--- src/rtl/chipset_pkg.sv ---
// Shared types for the CPU bus wait-state logic.
//   region_t   : address region of a bus cycle (RAM / ROM / IO / OTHER)
//   ws_state_t : wait-state FSM states
//   WS_CNT_W   : width of the wait-state down-counter
package chipset_pkg;

    typedef enum logic [1:0] {REG_RAM, REG_ROM, REG_IO, REG_OTHER} region_t;

    typedef enum logic [1:0] {WS_IDLE, WS_COUNT, WS_DONE} ws_state_t;

    localparam int WS_CNT_W = 4;

endpackage

--- src/rtl/wait_region_decode.sv ---
// Combinational region decoder for the wait-state generator.
// Ports:
//   addr_lat  in  20  latched bus address
//   is_io     in  1   current command is an I/O cycle
//   region    out 2   decoded region (region_t)
//   wait_val  out 4   CPU-clock wait states for that region
module wait_region_decode
    import chipset_pkg::*;
#(
    parameter logic [19:0] RAM_TOP    = 20'h20000,
    parameter logic [19:0] ROM_BASE   = 20'hF0000,
    parameter int unsigned RAM_WAIT   = 1,
    parameter int unsigned ROM_WAIT   = 0,
    parameter int unsigned IO_WAIT    = 1,
    parameter int unsigned OTHER_WAIT = 0
) (
    input  logic [19:0]         addr_lat,
    input  logic                is_io,
    output region_t             region,
    output logic [WS_CNT_W-1:0] wait_val
);

    localparam int unsigned WAIT_MAX = (1 << WS_CNT_W) - 1;

    // A wait value that does not fit the counter would silently truncate.
    if (RAM_WAIT > WAIT_MAX || ROM_WAIT > WAIT_MAX ||
        IO_WAIT > WAIT_MAX || OTHER_WAIT > WAIT_MAX) begin : g_wait_range
        $error("wait_region_decode: wait parameter exceeds counter range");
    end

    // I/O takes priority over any memory decode, including the illegal
    // case where both I/O and memory strobes are active.
    always_comb begin
        region   = REG_OTHER;
        wait_val = WS_CNT_W'(OTHER_WAIT);
        if (is_io) begin
            region   = REG_IO;
            wait_val = WS_CNT_W'(IO_WAIT);
        end else if (addr_lat < RAM_TOP) begin
            region   = REG_RAM;
            wait_val = WS_CNT_W'(RAM_WAIT);
        end else if (addr_lat >= ROM_BASE) begin
            region   = REG_ROM;
            wait_val = WS_CNT_W'(ROM_WAIT);
        end
    end

endmodule

--- src/rtl/wait_state_generator.sv ---
// CPU READY generator: inserts per-region wait states on bus cycles and
// stretches RAM cycles while the video array owns shared RAM.
// Ports:
//   clock              in  1   system clock
//   reset              in  1   async active-low reset
//   cpu_clock_posedge  in  1   pulse at CPU clock rising edge
//   cpu_clock_negedge  in  1   pulse at CPU clock falling edge
//   address            in  20  CPU address bus
//   ale                in  1   address latch enable
//   memr_n/memw_n      in  1   memory command strobes
//   ior_n/iow_n        in  1   I/O command strobes
//   vram_busy          in  1   video fetch owns shared RAM
//   rdy                out 1   READY to CPU (1 = no wait)
//   cycle_region       out 2   region of current/last cycle
//   waiting            out 1   FSM is counting wait states
//
// state    | meaning
// WS_IDLE  | no cycle in progress, waiting for a command edge
// WS_COUNT | inserting wait states, READY requested low
// WS_DONE  | waits finished, holding until the command strobe ends
module wait_state_generator
    import chipset_pkg::*;
#(
    parameter logic [19:0] RAM_TOP    = 20'h20000,
    parameter logic [19:0] ROM_BASE   = 20'hF0000,
    parameter int unsigned RAM_WAIT   = 1,
    parameter int unsigned ROM_WAIT   = 0,
    parameter int unsigned IO_WAIT    = 1,
    parameter int unsigned OTHER_WAIT = 0
) (
    input  logic        clock,
    input  logic        reset,
    input  logic        cpu_clock_posedge,
    input  logic        cpu_clock_negedge,
    input  logic [19:0] address,
    input  logic        ale,
    input  logic        memr_n,
    input  logic        memw_n,
    input  logic        ior_n,
    input  logic        iow_n,
    input  logic        vram_busy,
    output logic        rdy,
    output region_t     cycle_region,
    output logic        waiting
);

    localparam logic [WS_CNT_W-1:0] CNT_ONE = WS_CNT_W'(1);

    logic [19:0]         addr_lat_q, addr_lat_d;
    logic                cmd_act_q;
    ws_state_t           state_q, state_d;
    logic [WS_CNT_W-1:0] count_q, count_d;
    region_t             region_q, region_d;
    logic                rdy_q, rdy_d;
    logic                waiting_q, waiting_d;

    logic                cmd_act;
    logic                start;
    logic                is_io;
    logic                ram_hold;
    region_t             dec_region;
    logic [WS_CNT_W-1:0] dec_wait;

    assign cmd_act  = ~(memr_n & memw_n & ior_n & iow_n);
    assign start    = cmd_act & ~cmd_act_q;
    assign is_io    = ~ior_n | ~iow_n;
    assign ram_hold = (region_q == REG_RAM) && vram_busy;

    wait_region_decode #(
        .RAM_TOP    (RAM_TOP),
        .ROM_BASE   (ROM_BASE),
        .RAM_WAIT   (RAM_WAIT),
        .ROM_WAIT   (ROM_WAIT),
        .IO_WAIT    (IO_WAIT),
        .OTHER_WAIT (OTHER_WAIT)
    ) u_decode (
        .addr_lat (addr_lat_q),
        .is_io    (is_io),
        .region   (dec_region),
        .wait_val (dec_wait)
    );

    always_comb begin
        addr_lat_d = ale ? address : addr_lat_q;
        state_d    = state_q;
        count_d    = count_q;
        region_d   = region_q;

        case (state_q)
            WS_IDLE: begin
                if (start) begin
                    region_d = dec_region;
                    count_d  = dec_wait;
                    // A zero-wait RAM cycle still has to stall if video owns RAM.
                    if (dec_wait != '0 || (dec_region == REG_RAM && vram_busy)) begin
                        state_d = WS_COUNT;
                    end else begin
                        state_d = WS_DONE;
                    end
                end
            end
            WS_COUNT: begin
                if (!cmd_act) begin
                    state_d = WS_IDLE;
                end else if (cpu_clock_posedge && !ram_hold) begin
                    if (count_q > CNT_ONE) begin
                        count_d = count_q - CNT_ONE;
                    end else begin
                        state_d = WS_DONE;
                    end
                end
            end
            WS_DONE: begin
                if (!cmd_act) begin
                    state_d = WS_IDLE;
                end
            end
            default: state_d = WS_IDLE;
        endcase

        // READY only moves on CPU falling edges so it is stable at the
        // rising edge where the CPU samples it.
        rdy_d     = cpu_clock_negedge ? (state_q != WS_COUNT) : rdy_q;
        waiting_d = (state_d == WS_COUNT);
    end

    always_ff @(posedge clock or negedge reset) begin
        if (!reset) begin
            addr_lat_q <= '0;
            cmd_act_q  <= 1'b0;
            state_q    <= WS_IDLE;
            count_q    <= '0;
            region_q   <= REG_OTHER;
            rdy_q      <= 1'b1;
            waiting_q  <= 1'b0;
        end else begin
            addr_lat_q <= addr_lat_d;
            cmd_act_q  <= cmd_act;
            state_q    <= state_d;
            count_q    <= count_d;
            region_q   <= region_d;
            rdy_q      <= rdy_d;
            waiting_q  <= waiting_d;
        end
    end

    assign rdy          = rdy_q;
    assign cycle_region = region_q;
    assign waiting      = waiting_q;

endmodule

--- config.mk ---
export PLATFORM = sky130hd
export DESIGN_NAME = wait_state_generator
export DESIGN_NICKNAME = d
export VERILOG_FILES = /design/src/rtl/chipset_pkg.sv /design/src/rtl/wait_region_decode.sv /design/src/rtl/wait_state_generator.sv
export SDC_FILE = /design/constraint.sdc
export NUM_CORES = 1
export LEC_CHECK = 0
export ABC_AREA = 1
export CELL_PAD_IN_SITES_DETAIL_PLACEMENT = 1
export CELL_PAD_IN_SITES_GLOBAL_PLACEMENT = 2
export CORE_MARGIN = 4
export CORE_UTILIZATION = 21
export DETAILED_ROUTE_END_ITERATION = 10
export GPL_ROUTABILITY_DRIVEN = 0
export PLACE_DENSITY_LB_ADDON = 0.05
export SYNTH_ARGS = -nofsm -noshare
export SYNTH_HDL_FRONTEND = slang
export SYNTH_SLANG_ARGS = --single-unit
--- constraint.sdc ---
create_clock -name clock -period 1.19 [get_ports clock]
set_input_delay 0.2975 -clock clock [delete_from_list [all_inputs] [get_ports clock]]
set_output_delay 0.2975 -clock clock [all_outputs]
set_load 0.02 [all_outputs]
==> results.py, run 1 <==
metrics = {
    "critical_path": {
        "worstSetupPathType": "reg2reg",
        "r2r_start": "cycle_region[0]$_DFFE_PN1P_",
        "cp-end-kind": "register",
        "cp_data_arrival_time_ps": 1470,
        "worstPathRequired_ps": 1380,
        "rr_endpoint": "count_q[3]$_DFFE_PN0P_",
        "r2r_setup_slack_ps": -80,
        "worst_setup_path_start_kind": "register",
        "crit_path_max_fanout": 5,
        "reg2reg_depth": 9,
    },
    "cells_and_area": {
        "drive_gt1_share_pct": 42.4,
        "final_cell_area_um2": 1350,
        "fillCellCount": 453,
        "nNetsFinal": 172,
        "antenna_cells_inserted": 0,
        "finalNonFillerCells": 187,
        "syn2layout_area_growth_pct": 62.5,
    },
    "synth": {
        "ys_top_cells_by_count": "24 x nand2_1, 12 x dfrtp_1, 9 x inv_1, 9 x nor2_1, 8 x nand3_1",
        "yosysTopAreaCellShare_pct": 36.1,
        "postSynthAreaPerCell_um2": 8.56,
        "syn_inst": 97,
        "ys_ff_latch": 15,
        "yosys.cell_count.top_type": "nand2_1",
        "synth_cell_types": 21,
        "synth-seq-area-share_pct": 45.6,
        "synth_area_leaders": "dfrtp_1 36%, nand2_1 11%, dfstp_2 9.5%",
        "netlist_area_um2": 831,
        "synth_top_area_cell": "dfrtp_1",
        "async_flop_share_pct": 100,
        "synth_warnings": 0,
        "synth_edf_count": 0,
        "mappedNetlistNets": 129,
        "ys.flop_type": "dfrtp_1",
    },
    "timing": {
        "fin_ws_ps": -83.0,
        "setup_violations": 10,
        "post-route-min-period_ps": 1270,
        "max_slew_margin_pct": 86.0,
        "maxSlewViolCount": 0,
        "worst_slew_pin_slew_ps": 207,
        "tns_ps": -452,
        "rsz0062_at_grt": "yes",
        "min_period_over_period_pct": 107,
        "fmax_mhz": 786,
        "holdWs_ps": 400,
        "hold_violations": 0,
        "fin_skew_ps": 0.905,
    },
    "power": {
        "leakage_uw": 0.000636,
        "powerDensity_nw_per_um2": 1850,
        "ir_worst_vdd_uv": 472,
    },
    "clocking": {
        "htreeDepth": 1,
        "cts_tree": "built",
        "cts-root-buf": "clkbuf_8",
        "cts_buffers": 3,
        "cts.sinks": 15,
        "path_clk_slew_ps": 70,
        "clkLatencyLatePin_ps": 250,
        "holdBufCountCts": 0,
        "ctsLongestPathBuffers": 2,
    },
    "outcome": {
        "outcome": "finished with violations",
        "failed_checks": "setup timing",
    },
    "run": {
        "max_cap_violations": 0,
    },
    "worst_hold_path": {
        "hp-class": "in2async",
    },
    "die": {
        "start_util_pct": 22.2,
        "die-area_um2": 5030,
        "row_count": 22,
        "die_w_um": 70.9,
        "core_area_um2": 3740,
        "num_io_pins": 34,
        "dieHeight_um": 70.9,
    },
    "placed_design": {
        "place_hpwl_um": 1710,
        "placed_cell_area_um2": 1190,
        "portBuffers": 17,
        "dpl.cell_count": 175,
    },
    "drt": {
        "drc": 0,
        "routed_wirelength_um": 2210,
        "viasPerCell": 4.18,
        "drt_iter0_drc": 12,
        "vias": 781,
        "dr.pass1.iters": 2,
        "wl_per_cell_um": 11.8,
        "detail-route-antenna-nets": 0,
    },
    "grt": {
        "grt_pass1_wl_um": 3860,
        "overflow": 0,
        "grt_pass1_vias": 840,
        "grt_max_degree": 16,
        "antenna_found_initial": 0,
        "grt.total_usage_pct": 9.85,
    },
}
## through the flow
stage | total power (uW) | util, % | worst slack, ps
finish | 2500 | 36.1 | -83.0
global route | 2710 | 36.1 | -165
global placement | 1870 | 31.8 | -323
CTS | 2440 | 34.3 | -84.0
detailed placement | 1890 | 31.8 | -346
floorplan | 1430 | - | 0.0731
## state kept, by name, summed over array words and instances (netlist names)
register and cells:
addr_lat_q 4, count_q 4, cycle_region 2, state_q 2, cmd_act_q 1, rdy 1
waiting 1
## cell type report
cell class | count | area [um^2] | area share [%]
Sequential cell | 15 | 379 | 28.1
Multi-Input combinational cell | 69 | 463 | 34.3
Inverter | 13 | 53.8 | 3.99
Clock buffer | 4 | 45.0 | 3.34
Timing Repair Buffer | 38 | 349 | 25.9
Tap cell | 48 | 60.1 | 4.45
## where the power goes
group          leakage (uW)  internal, uW  switching [uW]
registers          0.000183           647            94.4
logic              0.000431           687             634
clock network     0.0000228           238             196
total              0.000636          1570             925
## worst max-delay path, cell delays in order, from the launching register on
cell	delay, ps
dfstp_2	540
buf_4	110
nor2_1	30
nand2_1	60
nand2_2	90
nor2_4	110
nand2_4	80
nand2_4	80
nand2_1	60
nand2_1	50
## kinds of logic (layout without fill, tap and decap cells)
group / Yosys count / in the layout / synth area share, %
AND/OR/NAND/NOR: 56 / 56 / 36.3
flip-flops: 15 / 15 / 45.6
buffers and inverters: 13 / 55 / 6.17
AO/OA/AOI/OAI: 9 / 9 / 6.48
adder cells (fa/ha/maj): 2 / 2 / 3.01
XOR/XNOR: 1 / 1 / 1.05
multiplexers: 1 / 1 / 1.36
## routing by layer
layer | up-vias | track usage [%] | share of wire [%]
met4 | 0 | 5.01 | 1.8
met1 | 375 | 11.8 | 43
li1 | 389 | - | -
met2 | 13 | 16.4 | 51
met5 | - | 0 | 0
met3 | 4 | 2.27 | 3.8
## placed cells by master, fill, tap and decap left out, types with 2 or more instances in the layout
master           instances
nor2_4                   7
ha_4                     2
clkbuf_8                 3
inv_1                    7
nand2_2                  4
nand2_4                  2
buf_4                   19
dfstp_2                  3
o21ai_2                  2
nand3_1                  7
inv_2                    5
dfrtp_1                 12
nor2_1                   9
o21ai_0                  5
buf_6                    4
nand2_1                 23
clkdlybuf4s50_1         13
## repair_timing
| item | 4_1_cts | 5_1_grt |
|---|---|---|
| setup buffers | 3 | 5 |
| gates resized for setup | 24 | 6 |
| endpoints found under the setup margin | 13 | 12 |
| endpoints found under the hold margin | 0 | 0 |
| pin swaps | 4 | 3 |
## how the worst max path moves through the flow
stage | start | end | slack (ps) | depth (start not counted)
after floorplan | cycle_region[1]$_DFFE_PN1P_ | count_q[0]$_DFFE_PN0P_ | 0.07 | 7
after detailed placement | ior_n | waiting$_DFF_PN0_ | -350 | 8
after CTS | count_q[0]$_DFFE_PN0P_ | count_q[0]$_DFFE_PN0P_ | -80 | 8
after global placement | iow_n | waiting$_DFF_PN0_ | -320 | 8
after global routing | cycle_region[0]$_DFFE_PN1P_ | count_q[2]$_DFFE_PN0P_ | -160 | 9
final | cycle_region[0]$_DFFE_PN1P_ | count_q[3]$_DFFE_PN0P_ | -80 | 9
Note: power is estimated with default switching activity, not from simulation.
==> inputs of run 2 (changes only) <==
Settings changed: CAP_MARGIN set to 5, CORE_UTILIZATION 21 to 22, CTS_BUF_LIST set to sky130_fd_sc_hd__clkbuf_4 sky130_fd_sc_hd__clkbuf_8, SLEW_MARGIN set to 5.
==> run 2 against run 1 <==
Net effect:
- the flow still finishes with violations (setup timing)
- wire length increased by 0.50%
- first-iteration DRC count grew 33%
- core utilization up 2.4 points
- sequential power grew 2%
- sequential share of layout area decreased by 0.88 points
- largest power group unchanged
- global-route usage shrank 0.62 points
- design area rose by 4.3%
- worst setup slack got worse by 26 ps
- fmax is 2.0% lower
==> results.py, run 2 (synthesis results as in run 1) <==
metrics = {
    "outcome": {
        "outcome": "finished with violations",
        "failed_checks": "setup timing",
    },
    "cells_and_area": {
        "finalNonFillerCells": 188,
        "syn2layout_area_growth_pct": 69.4,
        "seqCellArea_um2": 383,
        "nNetsFinal": 173,
        "final_common_cell": "buf_4",
        "reg.largest.list": "addr_lat_q x4, count_q x4",
        "drive_gt1_share_pct": 54.3,
        "final_cell_mix": "19 x buf_4, 15 x nand2_1, 12 x clkdlybuf4s50_1",
        "antenna_cells_inserted": 0,
        "fillCellCount": 433,
        "multi_input_area_um2": 500,
    },
    "grt": {
        "grt_pass1_vias": 783,
        "grt.total_usage_pct": 9.23,
        "antenna_found_initial": 0,
        "grt_pass1_wl_um": 3460,
        "grt_max_degree": 16,
        "overflow": 0,
    },
    "critical_path": {
        "r2r_start": "cycle_region[0]$_DFFE_PN1P_",
        "reg2reg_depth": 9,
        "worstPathRequired_ps": 890,
        "crit_family": "flip-flops",
        "crit_path_top_delay_cell": "dfstp_2",
        "r2r_setup_slack_ps": -70,
        "worst_setup_path_start_kind": "register",
        "cp-end-kind": "output port",
        "worstSetupPathType": "reg2out",
        "rr_endpoint": "count_q[0]$_DFFE_PN0P_",
        "cp_data_arrival_time_ps": 1000,
        "max_stage_delay_ps": 540,
        "path_buf_inv": 2,
        "cp_cell_sequence": "buf_4, buf_6",
        "crit_path_max_fanout": 2,
    },
    "timing": {
        "setup_violations": 10,
        "min_period_over_period_pct": 109,
        "rsz0062_at_grt": "yes",
        "hold_violations": 0,
        "maxSlewViolCount": 0,
        "fin_ws_ps": -109,
        "worst_slew_pin_slew_ps": 207,
        "post-route-min-period_ps": 1300,
        "max_slew_margin_pct": 86.0,
        "fmax_mhz": 770,
        "fin_skew_ps": 3.52,
    },
    "clocking": {
        "ctsLongestPathBuffers": 2,
        "cts-root-buf": "clkbuf_8",
        "cts_buffers": 3,
        "cts_tree": "built",
        "htreeDepth": 1,
        "cts.sinks": 15,
        "holdBufCountCts": 0,
        "path_clk_slew_ps": 70,
        "clkLatencyLatePin_ps": 250,
    },
    "drt": {
        "dr.pass1.iters": 2,
        "wl_per_cell_um": 11.8,
        "viasPerCell": 4.10,
        "drc": 0,
        "detail-route-antenna-nets": 0,
        "routed_wirelength_um": 2220,
        "vias": 770,
        "drt_iter0_drc": 16,
    },
    "die": {
        "core_area_um2": 3660,
        "die-area_um2": 4820,
        "start_util_pct": 22.7,
        "dieHeight_um": 69.5,
        "num_io_pins": 34,
        "die_w_um": 69.5,
        "row_count": 22,
    },
    "placed_design": {
        "dpl.cell_count": 175,
        "portBuffers": 17,
        "pre_cts_ws_ps": -346,
        "place_hpwl_um": 1670,
    },
    "worst_hold_path": {
        "hp-class": "in2async",
    },
    "run": {
        "max_cap_violations": 0,
    },
    "power": {
        "powerDensity_nw_per_um2": 1820,
        "leakage_uw": 0.000647,
        "ir_worst_vdd_uv": 597,
    },
}
-- run 2: changes by cell type in the layout (fill, tap and decap cells not counted), sizes merged --
cell           before  now
buf                24   25
clkdlybuf4s50      13   12
dlygate4sd2         0    1
-- run 2: how the worst max path moves through the flow --
stage / startpoint / end / slack, ps / depth (start not counted)
final: cycle_region[0]$_DFFE_PN1P_ / cycle_region[0] / -110 / 2
after global routing: cycle_region[0]$_DFFE_PN1P_ / count_q[2]$_DFFE_PN0P_ / -160 / 9
after CTS: count_q[1]$_DFFE_PN0P_ / count_q[3]$_DFFE_PN0P_ / -90 / 9
after detailed placement: iow_n / waiting$_DFF_PN0_ / -350 / 8
after global placement: iow_n / waiting$_DFF_PN0_ / -310 / 8
after floorplan: cycle_region[1]$_DFFE_PN1P_ / count_q[0]$_DFFE_PN0P_ / 0.07 / 7
-- run 2: metrics by stage --
stage	area, um^2	setup TNS (ps)	hold WS, ps	power, uW	util, %
after CTS	1260	-622	413	2360	34.4
after floorplan	851	0	1.91	1430	-
after global placement	1190	-3470	495	1870	32.5
after global routing	1410	-1320	406	2790	38.4
after detailed placement	1190	-3800	512	1880	32.5
final	1410	-541	397	2570	38.4
-- run 2: cell type report --
| class | count | area share (%) |
|---|---|---|
| Clock buffer | 4 | 3.47 |
| Inverter | 13 | 4.00 |
| Timing Repair Buffer | 39 | 25.5 |
| Sequential cell | 15 | 27.2 |
| Multi-Input combinational cell | 69 | 35.6 |
| Tap cell | 48 | 4.27 |
-- run 2: metal layers --
| metal | up-vias | track usage, % | part of all wire, % | wire length, um |
|---|---|---|---|---|
| li1 | 392 | - | - | - |
| met1 | 360 | 9.82 | 41 | 912 |
| met2 | 13 | 16.2 | 53 | 1180 |
| met3 | 5 | 2.61 | 3.3 | 74 |
| met4 | 0 | 5.21 | 2.4 | 53 |
| met5 | - | 0 | 0 | 0 |
-- run 2: report_power, final --
part	leakage (uW)	switching, uW	internal [uW]	total, uW
Clock	0.0000262	194	260	455
Combinational	0.000442	650	702	1350
Sequential	0.000179	105	654	759
-- run 2: timing repair --
item	CTS	global route
gates resized for setup	24	27
pin swaps	0	16
setup endpoints to repair	13	12
buffers inserted	1	8
